File: src/rtl/fpu_align_add_pkg.sv
// ============================================================================
// fpu_align_add_pkg : shared FSM encoding and default field widths
// Rev 1.0
// ============================================================================
`default_nettype none

package fpu_align_add_pkg;

  localparam int C_MANTISSA_SIZE_DEF = 23;
  localparam int C_EXPONENT_SIZE_DEF = 8;

  typedef enum logic [1:0] {
    ST_IDLE  = 2'd0,
    ST_ALIGN = 2'd1,
    ST_ADD   = 2'd2,
    ST_DONE  = 2'd3
  } state_e;

endpackage

`default_nettype wire

File: src/rtl/fpu_operand_order.sv
// ============================================================================
// fpu_operand_order : orders two operands into BIG/SMALL by magnitude and
//                     returns the unsigned exponent difference
// Rev 1.0
// ============================================================================
`default_nettype none

module fpu_operand_order
  import fpu_align_add_pkg::*;
#(
  parameter int Mantissa_Size = C_MANTISSA_SIZE_DEF,
  parameter int Exponent_Size = C_EXPONENT_SIZE_DEF
) (
  input  logic                     a_sign_i,
  input  logic [Exponent_Size-1:0] a_exp_i,
  input  logic [Mantissa_Size-1:0] a_sig_i,
  input  logic                     b_sign_i,
  input  logic [Exponent_Size-1:0] b_exp_i,
  input  logic [Mantissa_Size-1:0] b_sig_i,
  output logic                     big_sign_o,
  output logic [Exponent_Size-1:0] big_exp_o,
  output logic [Mantissa_Size-1:0] big_sig_o,
  output logic                     small_sign_o,
  output logic [Mantissa_Size-1:0] small_sig_o,
  output logic [Exponent_Size-1:0] diff_o
);

  logic w_a_big;

  // A wins exponent ties on equal significands, so x-x always leaves A as BIG
  assign w_a_big = (a_exp_i > b_exp_i) || ((a_exp_i == b_exp_i) && (a_sig_i >= b_sig_i));

  assign big_sign_o   = w_a_big ? a_sign_i : b_sign_i;
  assign big_exp_o    = w_a_big ? a_exp_i  : b_exp_i;
  assign big_sig_o    = w_a_big ? a_sig_i  : b_sig_i;
  assign small_sign_o = w_a_big ? b_sign_i : a_sign_i;
  assign small_sig_o  = w_a_big ? b_sig_i  : a_sig_i;
  assign diff_o       = w_a_big ? (a_exp_i - b_exp_i) : (b_exp_i - a_exp_i);

endmodule

`default_nettype wire

File: src/rtl/fpu_align_add.sv
// ============================================================================
// fpu_align_add : multi-cycle significand alignment (one bit per cycle) and
//                 magnitude add/subtract feeding fpu_normalizer
// Rev 1.0
// ============================================================================
`default_nettype none

module fpu_align_add
  import fpu_align_add_pkg::*;
#(
  parameter int Mantissa_Size = C_MANTISSA_SIZE_DEF,
  parameter int Exponent_Size = C_EXPONENT_SIZE_DEF
) (
  input  logic                     clk,
  input  logic                     rst_n,
  input  logic                     in_valid,
  output logic                     in_ready,
  input  logic                     a_sign,
  input  logic [Exponent_Size-1:0] a_exponent,
  input  logic [Mantissa_Size-1:0] a_significand,
  input  logic                     b_sign,
  input  logic [Exponent_Size-1:0] b_exponent,
  input  logic [Mantissa_Size-1:0] b_significand,
  output logic                     out_valid,
  input  logic                     out_ready,
  output logic                     out_sign,
  output logic [Exponent_Size-1:0] out_exponent,
  output logic [Mantissa_Size:0]   out_mantissa,
  output logic                     out_zero
);

  logic                     w_big_sign, w_small_sign;
  logic [Exponent_Size-1:0] w_big_exp, w_diff;
  logic [Mantissa_Size-1:0] w_big_sig, w_small_sig;
  logic [Mantissa_Size:0]   w_result;

  fpu_operand_order #(
    .Mantissa_Size (Mantissa_Size),
    .Exponent_Size (Exponent_Size)
  ) u_order (
    .a_sign_i     (a_sign),
    .a_exp_i      (a_exponent),
    .a_sig_i      (a_significand),
    .b_sign_i     (b_sign),
    .b_exp_i      (b_exponent),
    .b_sig_i      (b_significand),
    .big_sign_o   (w_big_sign),
    .big_exp_o    (w_big_exp),
    .big_sig_o    (w_big_sig),
    .small_sign_o (w_small_sign),
    .small_sig_o  (w_small_sig),
    .diff_o       (w_diff)
  );

  state_e                   state_q, state_d;
  logic                     big_sign_q, big_sign_d;
  logic [Exponent_Size-1:0] big_exp_q, big_exp_d;
  logic [Mantissa_Size-1:0] big_sig_q, big_sig_d;
  logic [Mantissa_Size-1:0] small_sig_q, small_sig_d;
  logic                     sub_q, sub_d;
  logic [Exponent_Size-1:0] cnt_q, cnt_d;
  logic                     out_valid_q, out_valid_d;
  logic                     out_sign_q, out_sign_d;
  logic [Exponent_Size-1:0] out_exp_q, out_exp_d;
  logic [Mantissa_Size:0]   out_mant_q, out_mant_d;
  logic                     out_zero_q, out_zero_d;

  // Ordering guarantees BIG >= SMALL after alignment, so the subtraction never borrows
  assign w_result = sub_q ? {1'b0, big_sig_q - small_sig_q}
                          : ({1'b0, big_sig_q} + {1'b0, small_sig_q});

  always_comb begin
    state_d     = state_q;
    big_sign_d  = big_sign_q;
    big_exp_d   = big_exp_q;
    big_sig_d   = big_sig_q;
    small_sig_d = small_sig_q;
    sub_d       = sub_q;
    cnt_d       = cnt_q;
    out_valid_d = out_valid_q;
    out_sign_d  = out_sign_q;
    out_exp_d   = out_exp_q;
    out_mant_d  = out_mant_q;
    out_zero_d  = out_zero_q;

    unique case (state_q)
      ST_IDLE: begin
        if (in_valid) begin
          big_sign_d  = w_big_sign;
          big_exp_d   = w_big_exp;
          big_sig_d   = w_big_sig;
          small_sig_d = w_small_sig;
          sub_d       = w_big_sign ^ w_small_sign;
          if (w_diff == '0) begin
            state_d = ST_ADD;
          end else if (32'(w_diff) > 32'(Mantissa_Size)) begin
            small_sig_d = '0;
            state_d     = ST_ADD;
          end else begin
            cnt_d   = w_diff;
            state_d = ST_ALIGN;
          end
        end
      end
      ST_ALIGN: begin
        small_sig_d = small_sig_q >> 1;
        cnt_d       = cnt_q - Exponent_Size'(1);
        if (cnt_q == Exponent_Size'(1)) begin
          state_d = ST_ADD;
        end
      end
      ST_ADD: begin
        out_mant_d  = w_result;
        out_zero_d  = (w_result == '0);
        out_sign_d  = (w_result == '0) ? 1'b0 : big_sign_q;
        out_exp_d   = big_exp_q;
        out_valid_d = 1'b1;
        state_d     = ST_DONE;
      end
      ST_DONE: begin
        if (out_ready) begin
          out_valid_d = 1'b0;
          state_d     = ST_IDLE;
        end
      end
      default: state_d = ST_IDLE;
    endcase
  end

  always_ff @(posedge clk) begin
    if (!rst_n) begin
      state_q     <= ST_IDLE;
      big_sign_q  <= 1'b0;
      big_exp_q   <= '0;
      big_sig_q   <= '0;
      small_sig_q <= '0;
      sub_q       <= 1'b0;
      cnt_q       <= '0;
      out_valid_q <= 1'b0;
      out_sign_q  <= 1'b0;
      out_exp_q   <= '0;
      out_mant_q  <= '0;
      out_zero_q  <= 1'b0;
    end else begin
      state_q     <= state_d;
      big_sign_q  <= big_sign_d;
      big_exp_q   <= big_exp_d;
      big_sig_q   <= big_sig_d;
      small_sig_q <= small_sig_d;
      sub_q       <= sub_d;
      cnt_q       <= cnt_d;
      out_valid_q <= out_valid_d;
      out_sign_q  <= out_sign_d;
      out_exp_q   <= out_exp_d;
      out_mant_q  <= out_mant_d;
      out_zero_q  <= out_zero_d;
    end
  end

  assign in_ready     = (state_q == ST_IDLE);
  assign out_valid    = out_valid_q;
  assign out_sign     = out_sign_q;
  assign out_exponent = out_exp_q;
  assign out_mantissa = out_mant_q;
  assign out_zero     = out_zero_q;

endmodule

`default_nettype wire

File: config.mk
export PLATFORM = sky130hd
export DESIGN_NAME = fpu_align_add
export DESIGN_NICKNAME = d
export VERILOG_FILES = /design/src/rtl/fpu_align_add_pkg.sv /design/src/rtl/fpu_operand_order.sv /design/src/rtl/fpu_align_add.sv
export SDC_FILE = /design/constraint.sdc
export NUM_CORES = 1
export LEC_CHECK = 0
export BUFFER_PORTS_ARGS = -buffer_cell sky130_fd_sc_hd__buf_2
export CAP_MARGIN = 20
export CORE_MARGIN = 3
export CORE_UTILIZATION = 55
export DETAILED_ROUTE_END_ITERATION = 7
export GPL_TIMING_DRIVEN = 0
export MAX_ROUTING_LAYER = met4
export PLACE_DENSITY = 0.82
export REMOVE_ABC_BUFFERS = 1
export SYNTH_ARGS = -nofsm -noshare
export SYNTH_HDL_FRONTEND = slang
export SYNTH_SLANG_ARGS = --single-unit
export TNS_END_PERCENT = 1
File: constraint.sdc
create_clock -name clk -period 6.34 [get_ports clk]
set_input_delay 0.317 -clock clk [delete_from_list [all_inputs] [get_ports clk]]
set_output_delay 0.317 -clock clk [all_outputs]
set_load 0.02 [all_outputs]
Yosys cells after proc, flatten, opt, wreduce, memory -nomap -nowiden
Cells that the tools add are included.

operators by class
  $add $sub $neg = 5
  $mul = 0
  div/mod/pow operators = 0
  magnitude comparators = 3
  equal/unequal tests = 10
  shifts and indexed selects = 0
  multiplexer cells = 24
  bitwise logic cells = 1
  reduce and logical (&&, ||, !) cells = 12

operator list
  operator                                                                         count
  23-bit two-way mux                                                               5
  23-bit case mux with 2 select lines                                              1
  8-bit two-way mux                                                                5
  23-bit by 23-bit adder with 24-bit output                                        1
  24-bit zero test                                                                 1
  24-bit two-way mux                                                               1
  23-bit greater-or-equal comparator                                               1
  23-bit subtractor                                                                1
  8-bit case mux with 2 select lines                                               1
  8-bit subtractor                                                                 2
  2-bit two-way mux                                                                5
  2-bit inequality test, second input constant                                     5
  8-bit by 1-bit equality test with 1-bit output, second input constant            1
  8-bit equality test                                                              1
  8-bit by 5-bit greater-than comparator with 1-bit output, second input constant  1
  8-bit greater-than comparator                                                    1
  8-bit zero test                                                                  1
  2-bit case mux with 4 select lines                                               1
  8-bit by 1-bit subtractor with 8-bit output, second input constant               1
  2-bit AND reduction                                                              3
  2-bit equality test, second input constant                                       2
  1-bit two-way mux                                                                4
  4-bit AND reduction                                                              1
  2-bit nonzero test                                                               2
  other kinds (7)                                                                  7

word-level totals
  register bits after elaboration = 101
  bits in latches = 0
  RAM bits = 0
  ROM bits = 0
  input port bits = 68
  output and inout port bits = 36
  word-level logic and storage cells = 67
  memories = 0

Depth between registers and ports, before layout
Gate-level depths: netlist of run 1.

  depth in word-level cells = 9
  mapped depth = 17
  mapped depth without buffers = 14

Modules after synthesis
From an unflattened synthesis of run 1, not the netlist that was laid out.

unflattened totals
  cell total of the unflattened synthesis = 1110
  area, all modules = 8570.7 um^2

modules (own cells, without submodules)
  module             times used  cells each  area an instance (um^2)  seq. area each (um^2)
  fpu_align_add      1           842         6668.9                   2021.9
  fpu_operand_order  1           268         1901.8                   0.0

Worst setup path before layout of run 1
OpenSTA, ideal clock, no wires.

  path type = register to register
  start = reg small_sig_q[11]
  end = reg out_sign_q (netlist: out_sign)
  setup time = 0.116 ns
  arrival time = 3.248 ns
  data required time = 6.224 ns
  slack = 2.975 ns
  stages on the path, launching flop included = 14
  buffers on the path = 1
  cell sequence = dfxtp_1 > inv_1 > ha_1 > buf_6 > or4_4 > or2_1 > a311oi_2 > o21ai_2 > a31oi_2 > a21oi_1 > or3_4 > a2111oi_4 > nand4b_1 > a41o_1

on the way
  cells in the longest elaborated chain, start to end = 4
  elaborated cells on any way between the ends = 5

RTL lines
  item                                                                            RTL line                                  source
  from (decl)                                                                     fpu_align_add.sv:59                       logic [Mantissa_Size-1:0] small_sig_q, small_sig_d;
  from (signal assigned)                                                          fpu_align_add.sv:149                      small_sig_q <= small_sig_d;
  23-bit by 23-bit adder with 24-bit output or 23-bit subtractor (tied branches)  fpu_align_add.sv:70, fpu_align_add.sv:69
  24-bit two-way mux (*)                                                          fpu_align_add.sv:69                       assign w_result = sub_q ? {1'b0, big_sig_q - small_sig_q}
  24-bit zero test (*)                                                            fpu_align_add.sv:115                      out_sign_d = (w_result == '0) ? 1'b0 : big_sign_q;
  1-bit two-way mux (*)                                                           fpu_align_add.sv:115
  to (signal assigned)                                                            fpu_align_add.sv:153                      out_sign_q <= out_sign_d;
  to (decl)                                                                       fpu_align_add.sv:63                       logic out_sign_q, out_sign_d;

Every way passes the cells marked *; elsewhere a longest branch is shown, timed or not.
A chain may end at the register's enable or synchronous reset.

Final worst setup path of run 1
  start = in a_exponent[0]
  end = reg cnt_q[0]

on the way
  cells in the longest elaborated chain, start to end = 8
  elaborated cells on any way between the ends = 16

RTL lines
  item                                                                                              RTL line                 source
  from (decl)                                                                                       fpu_align_add.sv:19      input logic [Exponent_Size-1:0] a_exponent,
  branches (longest 3 deep; another with 8-bit greater-than comparator)                             n/a
  8-bit two-way mux (*)                                                                             fpu_operand_order.sv:38  assign diff_o = w_a_big ? (a_exp_i - b_exp_i) : (b_exp_i - a_exp_i);
  branches (longest 4 deep; another with 8-bit by 5-bit greater-than comparator with 1-bit output)  n/a
  to (signal assigned)                                                                              fpu_align_add.sv:151     cnt_q <= cnt_d;
  to (decl)                                                                                         fpu_align_add.sv:61      logic [Exponent_Size-1:0] cnt_q, cnt_d;

Mark *: on every way between the ends. The select of a mux whose other input is x is not followed.

==> results of run 1 <==
[worst min-delay path, cell delays in order]
cell and delay [ns]:
buf_2 0.10, nand2_1 0.05, a22oi_1 0.05, nor2_1 0.08
[state kept, by name, summed over array words and instances, names as in the netlist]
| signal | cells |
|---|---|
| out_exponent | 8 |
| big_sig_q | 23 |
| out_zero | 1 |
| small_sig_q | 23 |
| out_mantissa | 24 |
| out_valid | 1 |
| cnt_q | 8 |
| big_exp_q | 8 |
| state_q | 2 |
| out_sign | 1 |
| sub_q | 1 |
| big_sign_q | 1 |
[synth_stat cells, drive strengths merged, types with 5 or more instances]
cell type,instances
inv,96
dfxtp,101
buf,23
o31ai,9
nor4,7
and2,6
a311oi,6
clkbuf,46
nor3,18
o21bai,10
a31oi,12
a211oi,48
nor3b,5
nand2b,8
or2,6
a21oi,116
o21a,6
nand3,18
nand4,7
xnor2,19
nor2b,9
ha,89
nor2,150
a22oi,25
nand2,50
o21ai,51
o211ai,9
mux2i,54
o311ai,7
a21o,13
[metal layers]
metal | part of all wire | global-route usage | wire, um | up-vias
met5 | 0 | - | 0 | -
met4 | 0.021 | 0.0926 | 464 | 0
met3 | 0.061 | 0.0334 | 1310 | 41
met2 | 0.47 | 0.435 | 10100 | 290
met1 | 0.45 | 0.345 | 9740 | 3772
li1 | - | - | - | 4052
[cell families after synthesis]
logic type	Yosys count	share of synthesized area
fa+ha+maj	93	0.143
buf+inv	165	0.0766
xor+xnor	23	0.0241
simple gates	303	0.166
compound gates	355	0.282
mux	56	0.0673
flops	101	0.242
[metrics by stage]
step | hold WS [ns] | setup TNS, ns | std cells | cell area [um^2] | setup WS [ns]
floorplan | 0.455 | 0 | 1027 | 8080 | 0.821
global placement | 0.465 | -14.44 | 1314 | 8830 | -0.714
detailed placement | 0.461 | 0 | 1321 | 8990 | 1.78
CTS | 0.282 | 0 | 1337 | 9320 | 2.17
global route | 0.313 | 0 | 1338 | 9350 | 1.90
finish | 0.277 | 0 | 1338 | 9350 | 2.08
[final cells by class]
type,count,area share
multi-input cells,830,0.611
flip-flops and latches,101,0.216
repair buffers,111,0.0742
inverters,96,0.0386
clock buffers,10,0.0256
well taps,184,0.0246
clock inverters,6,0.00924
[power groups by stage]
stage | clock network, mW | registers, mW | logic [mW]
floorplan | 0 | 1.05 | 1.62
global placement | 0 | 1.01 | 2.18
detailed placement | 0 | 1.01 | 2.25
CTS | 0.626 | 0.992 | 2.27
global route | 0.654 | 1.02 | 2.58
finish | 0.620 | 0.993 | 2.31
[worst max path at each step]
stage | from | end | slack [ns] | depth (start not counted)
global route | a_exponent[0] | cnt_q[0] | 1.90 | 16
global placement | a_exponent[0] | cnt_q[7] | -0.71 | 15
CTS | a_exponent[0] | cnt_q[0] | 2.17 | 16
floorplan | a_exponent[0] | cnt_q[7] | 0.82 | 14
detailed placement | a_exponent[0] | cnt_q[0] | 1.78 | 16
finish | a_exponent[0] | cnt_q[0] | 2.08 | 16
==> impl_metrics.yaml, run 1 <==
run_status:
  outcome: "finished clean"
power:
  pwr-share-comb: 0.589
  cellPowerDensity_nw_per_um2: 420
  p_sw_mw: 1.85
  ir_drop_uv: 270
  p_total_mw: 3.92
  power_frac_clock: 0.158
  p_sw_frac: 0.471
  pwr-share-seq: 0.253
  p_int_mw: 2.08
  p_leak_nw: 4.21
grt:
  grt_pass1_wl_um: 35800
  grt_pass1_vias: 7555
  grt_max_degree: 55
  antenna_found_initial: 0
  grt-ovfl-total: 0
  grt_use_total: 0.268
layout:
  final_common_cell: "nor2_1"
  areaGrowthSynthToFinish_pct: 11.7
  layout-drive-gt1-share: 0.133
  nFillCells: 1318
  antennaDiodeCount: 0
  final_nets: 1310
  multi_input_area_um2: 5710
  seq_area_um2: 2020
  mostFrequentLayoutCells: "150 x nor2_1, 116 x a21oi_1, 103 x buf_2"
  post-route-util: 0.636
drt:
  wl_per_cell_um: 16.1
  totalWireLength_um: 21600
  drcViolationCount: 0
  drt_iter0_drc: 602
  vias_per_cell: 6.09
  vias: 8155
  firstDrtPassIters: 5
  postRouteAntennaNets: 0
worst_setup_path:
  cp-start-kind: "input port"
  crit_path_end_kind: "flop"
  r2r_end: "out_sign"
  cpPeakStageDelay_ns: 0.73
  reg2reg_slack_ns: 2.51
  r2r-start: "small_sig_q[11]"
  worst-path-max-fanout: 40
  worstPathCellList: "buf_2, inv_1, ha_1, inv_1, fa_1, a21o_1, a21oi_1, o31ai_1, o41a_1, nand2_4, mux2_2, xor2_1, o2111a_1, buf_8, a31o_2, o221a_2"
  r2r_cells: 12
  crit_buf_inv: 4
  critical_path_required_ns: 6.65
  crit_top_cell: "inv_1"
  critical_path.top_delay_family: "compound AO/OA/AOI/OAI gates"
  arrival_ns: 4.57
  crit_path_top_delay_cell: "o2111a_1"
  critPathKind: "in2reg"
yosys:
  syn_area_um2: 8360
  yosys.area.top_type_share: 0.242
  yosysWarnings: 0
  avgSynthCellArea_um2: 7.63
  ys.flop_type: "dfxtp_1"
  synth_edf_count: 0
  synth_cells: 1096
  synth.distinct_cells: 72
  async_reset_ff_frac: 0
  synthTopCellsByArea: "dfxtp_1 24%, ha_1 13%, a21oi_1 6.9%"
  synth-seq-area-share: 0.242
  synth_seq_cells: 101
  synth_top_area_cell: "dfxtp_1"
floorplanning:
  initial_core_util: 0.569
  die_h_um: 129
  die_w_um: 129
  die_area_um2: 16700
  core_um2: 14700
  io_pins: 104
  row_count: 44
timing:
  timing.final.crit_share: 0.672
  setup_viol: 0
  hold_violations: 0
  layout_min_cycle_time_ns: 4.26
  fin_skew_ns: 0.00807
  max_freq_mhz: 235
  rsz0062_at_grt: "false"
  tightestPinTransition_ns: 0.865
  slew_violations: 0
  slew_headroom: 0.416
placement:
  gp_congestion: 0.956
  dp_hpwl_um: 16300
  port-buffer-count: 103
min_path:
  min_delay_worst_endpoint: "out_valid"
  hold_depth: 4
  hold_class: "in2reg"
  hold_start: "out_ready"
clocking:
  cts_tree: "yes"
  tritoncts.num_buffers: 9
  cts_max_path_buffers: 2
  postCtsResizedCells: 0
  post-cts-setup-buffers: 0
  cts_max_level: 3
  clk_latency_ns: 0.36
  clock-root-buffer: "clkbuf_16"
  clock_sinks: 101
  cts_hold_buf: 0
  clkTransAtPathRegs_ns: 0.07
flow_run:
  drv_cap: 0
Power figures use the tool's default switching activity.
==> run 2, diff against run 1 <==
Settings changed: ABC_AREA set to 1, PLACE_DENSITY 0.82 to 0.85.
Clock period 6.34 ns to 3.7 ns, I/O delays scaled along.
==> impl_metrics.yaml, run 2 <==
run_status:
  outcome: "finished clean"
floorplanning:
  row_count: 46
  io_pins: 104
  die_area_um2: 18400
  die_h_um: 136
  die_w_um: 136
  initial_core_util: 0.572
  core_um2: 16200
clocking:
  tritoncts.num_buffers: 9
  cts_tree: "yes"
  clkTransAtPathRegs_ns: 0.08
  cts_max_level: 3
  clk_latency_ns: 0.37
  cts_max_path_buffers: 2
  post-cts-setup-buffers: 0
  clock-root-buffer: "clkbuf_16"
  clock_sinks: 101
  cts_hold_buf: 0
drt:
  totalWireLength_um: 27900
  drcViolationCount: 0
  drt_iter0_drc: 705
  firstDrtPassIters: 5
  vias: 10100
  wl_met1_um: 13100
  top_layer: "met4"
  postRouteAntennaNets: 0
  met3_length_um: 2230
  vias_per_cell: 5.54
  wl_per_cell_um: 15.3
  met2_length_um: 11800
yosys:
  yosys-top-cells-count: "417 x nand2_1, 212 x inv_1, 188 x a21oi_1, 156 x o21ai_0, 136 x nor2_1"
  synth_seq_cells: 101
  synth_top_family_by_area: "simple AND/OR/NAND/NOR gates"
  synthTopCellsByArea: "dfxtp_1 22%, nand2_1 17%, ha_1 12%"
  avgSynthCellArea_um2: 5.97
  synth_top_area_cell: "dfxtp_1"
  syn_area_um2: 9250
  synth.distinct_cells: 39
  synthAdderAreaFrac: 0.129
  yosysWarnings: 0
  ys.flop_type: "dfxtp_1"
  synth_cells: 1550
  synth_edf_count: 0
  async_reset_ff_frac: 0
  synth_compound_area_frac: 0.207
  synth-seq-area-share: 0.219
  yosys.area_share.simple: 0.303
  synth_most_common_cell: "nand2_1"
  yosys.area.top_type_share: 0.219
  muxShareOfSynthArea: 0
  synth_xor_area_frac: 0.0208
timing:
  slew_headroom: 0.282
  layout_min_cycle_time_ns: 3.31
  fin_skew_ns: 0.0119
  timing.final.crit_share: 0.894
  hold_violations: 0
  setup_viol: 0
  max_freq_mhz: 302
  tightestPinTransition_ns: 1.07
  finalHoldWorstSlack_ns: 0.145
  slew_violations: 0
  rsz0062_at_grt: "false"
placement:
  dp.cells: 1804
  gp_congestion: 1.02
  port-buffer-count: 103
  dp_hpwl_um: 21800
  postPlaceCellArea_um2: 9810
min_path:
  min_delay_worst_endpoint: "big_sig_q[7]"
  hold_start: "a_significand[7]"
  hold_depth: 3
  hold_class: "in2reg"
layout:
  mostFrequentLayoutCells: "416 x nand2_1, 211 x inv_1, 188 x a21oi_1"
  final_common_cell: "nand2_1"
  post-route-cell-area_um2: 10100
  layout-drive-gt1-share: 0.0916
  final_nets: 1760
  antennaDiodeCount: 0
  largest_register_ffs: 24
  fin_cells: 1820
  areaGrowthSynthToFinish_pct: 9.17
worst_setup_path:
  r2r_end: "out_sign"
  cpPeakStageDelay_ns: 1.03
  reg2reg_slack_ns: 0.39
  crit_path_end_kind: "flop"
  critPathKind: "reg2reg"
  crit_path_top_delay_cell: "dfxtp_1"
  worstPathCellList: "inv_1, o21ai_0, xor2_1, nand4_1, nor2_1, nand2_1, nand3_1, a21oi_1"
  critical_path.top_delay_family: "flip-flops"
  critical_path_required_ns: 3.94
  worst-path-max-fanout: 25
  cp-start-kind: "flop"
  crit_buf_inv: 1
  arrival_ns: 3.55
  r2r_cells: 8
  r2r-start: "sub_q"
power:
  ir_drop_uv: 347
  cellPowerDensity_nw_per_um2: 753
  p_leak_nw: 5.32
  p_total_mw: 7.60
flow_run:
  drv_cap: 0
grt:
  grt_use_total: 0.311
  grt_max_degree: 122
  grt-ovfl-total: 0
  grt_pass1_wl_um: 44600
  antenna_found_initial: 0
  grt_pass1_vias: 9108
==> run 2: cell count changes after synthesis, sizes merged, moves of 10 or more <==
cell / before / now
xnor2: 19 / 4
o21ai: 51 / 158
nand3: 18 / 71
nand4: 7 / 24
inv: 96 / 214
nand2: 50 / 425
a21o: 13 / 1
a211oi: 48 / 1
a22oi: 25 / 1
mux2i: 54 / 0
a21oi: 116 / 190
xor2: 4 / 18
nor2: 150 / 140
==> run 2: worst min-delay path, stage by stage <==
cell,delay [ns]
buf_2,0.10
o21ai_0,0.08
a21oi_1,0.11
==> run 2: logic make-up after synthesis <==
| kind of cell | after synthesis |
|---|---|
| simple gates | 682 |
| fa+ha+maj | 93 |
| xor+xnor | 22 |
| compound gates | 369 |
| flops | 101 |
| buf+inv | 283 |
==> run 2: layer usage <==
metal  track usage  up-vias
li1              -     5100
met1         0.433     4545
met2         0.466      390
met3        0.0435       42
met4        0.0980        0
met5             -        -
==> run 2: layout make-up <==
| class | instances | area, um^2 |
|---|---|---|
| multi-input combinational | 1166 | 6120 |
| fill | 1601 | 6070 |
| sequential | 101 | 2020 |
| inverter | 214 | 803 |
| timing repair buffer | 107 | 598 |
| tap | 216 | 270 |
| clock buffer | 9 | 225 |
| clock inverter | 7 | 58.8 |
==> run 2: timing repair <==
| item | CTS | global route |
|---|---|---|
| setup endpoints to repair | 0 | 23 |
| hold endpoints to repair | 0 | 0 |
| gates resized for setup | 0 | 1 |
==> run 2: worst max path at each step <==
stage | start | end | slack [ns] | cells past startpoint
6_report | sub_q | out_sign | 0.39 | 8
5_1_grt | b_significand[6] | small_sig_q[22] | 0.04 | 18
4_1_cts | a_exponent[0] | small_sig_q[8] | 0.17 | 15
3_5_place_dp | a_exponent[0] | small_sig_q[22] | -0.19 | 15
3_3_place_gp | state_q[0] | small_sig_q[6] | -1.53 | 7
2_1_floorplan | state_q[0] | small_sig_q[0] | 0.29 | 7
==> run 2: power breakdown <==
part / total (mW) / switching [mW] / internal [mW]
clock: 0.951 / 0.484 / 0.467
combinational: 4.90 / 3.36 / 1.54
sequential: 1.75 / 0.294 / 1.46
total: 7.60 / 4.14 / 3.46
==> run 2: stage by stage <==
| stage | setup slack (ns) | setup TNS, ns | util |
|---|---|---|---|
| 3_3_place_gp | -1.53 | -39.25 | 0.601 |
| 4_1_cts | 0.173 | 0 | 0.624 |
| 2_1_floorplan | 0.293 | 0 | - |
| 6_report | 0.393 | 0 | 0.624 |
| 5_1_grt | 0.0446 | 0 | 0.624 |
| 3_5_place_dp | -0.189 | -3.65 | 0.606 |
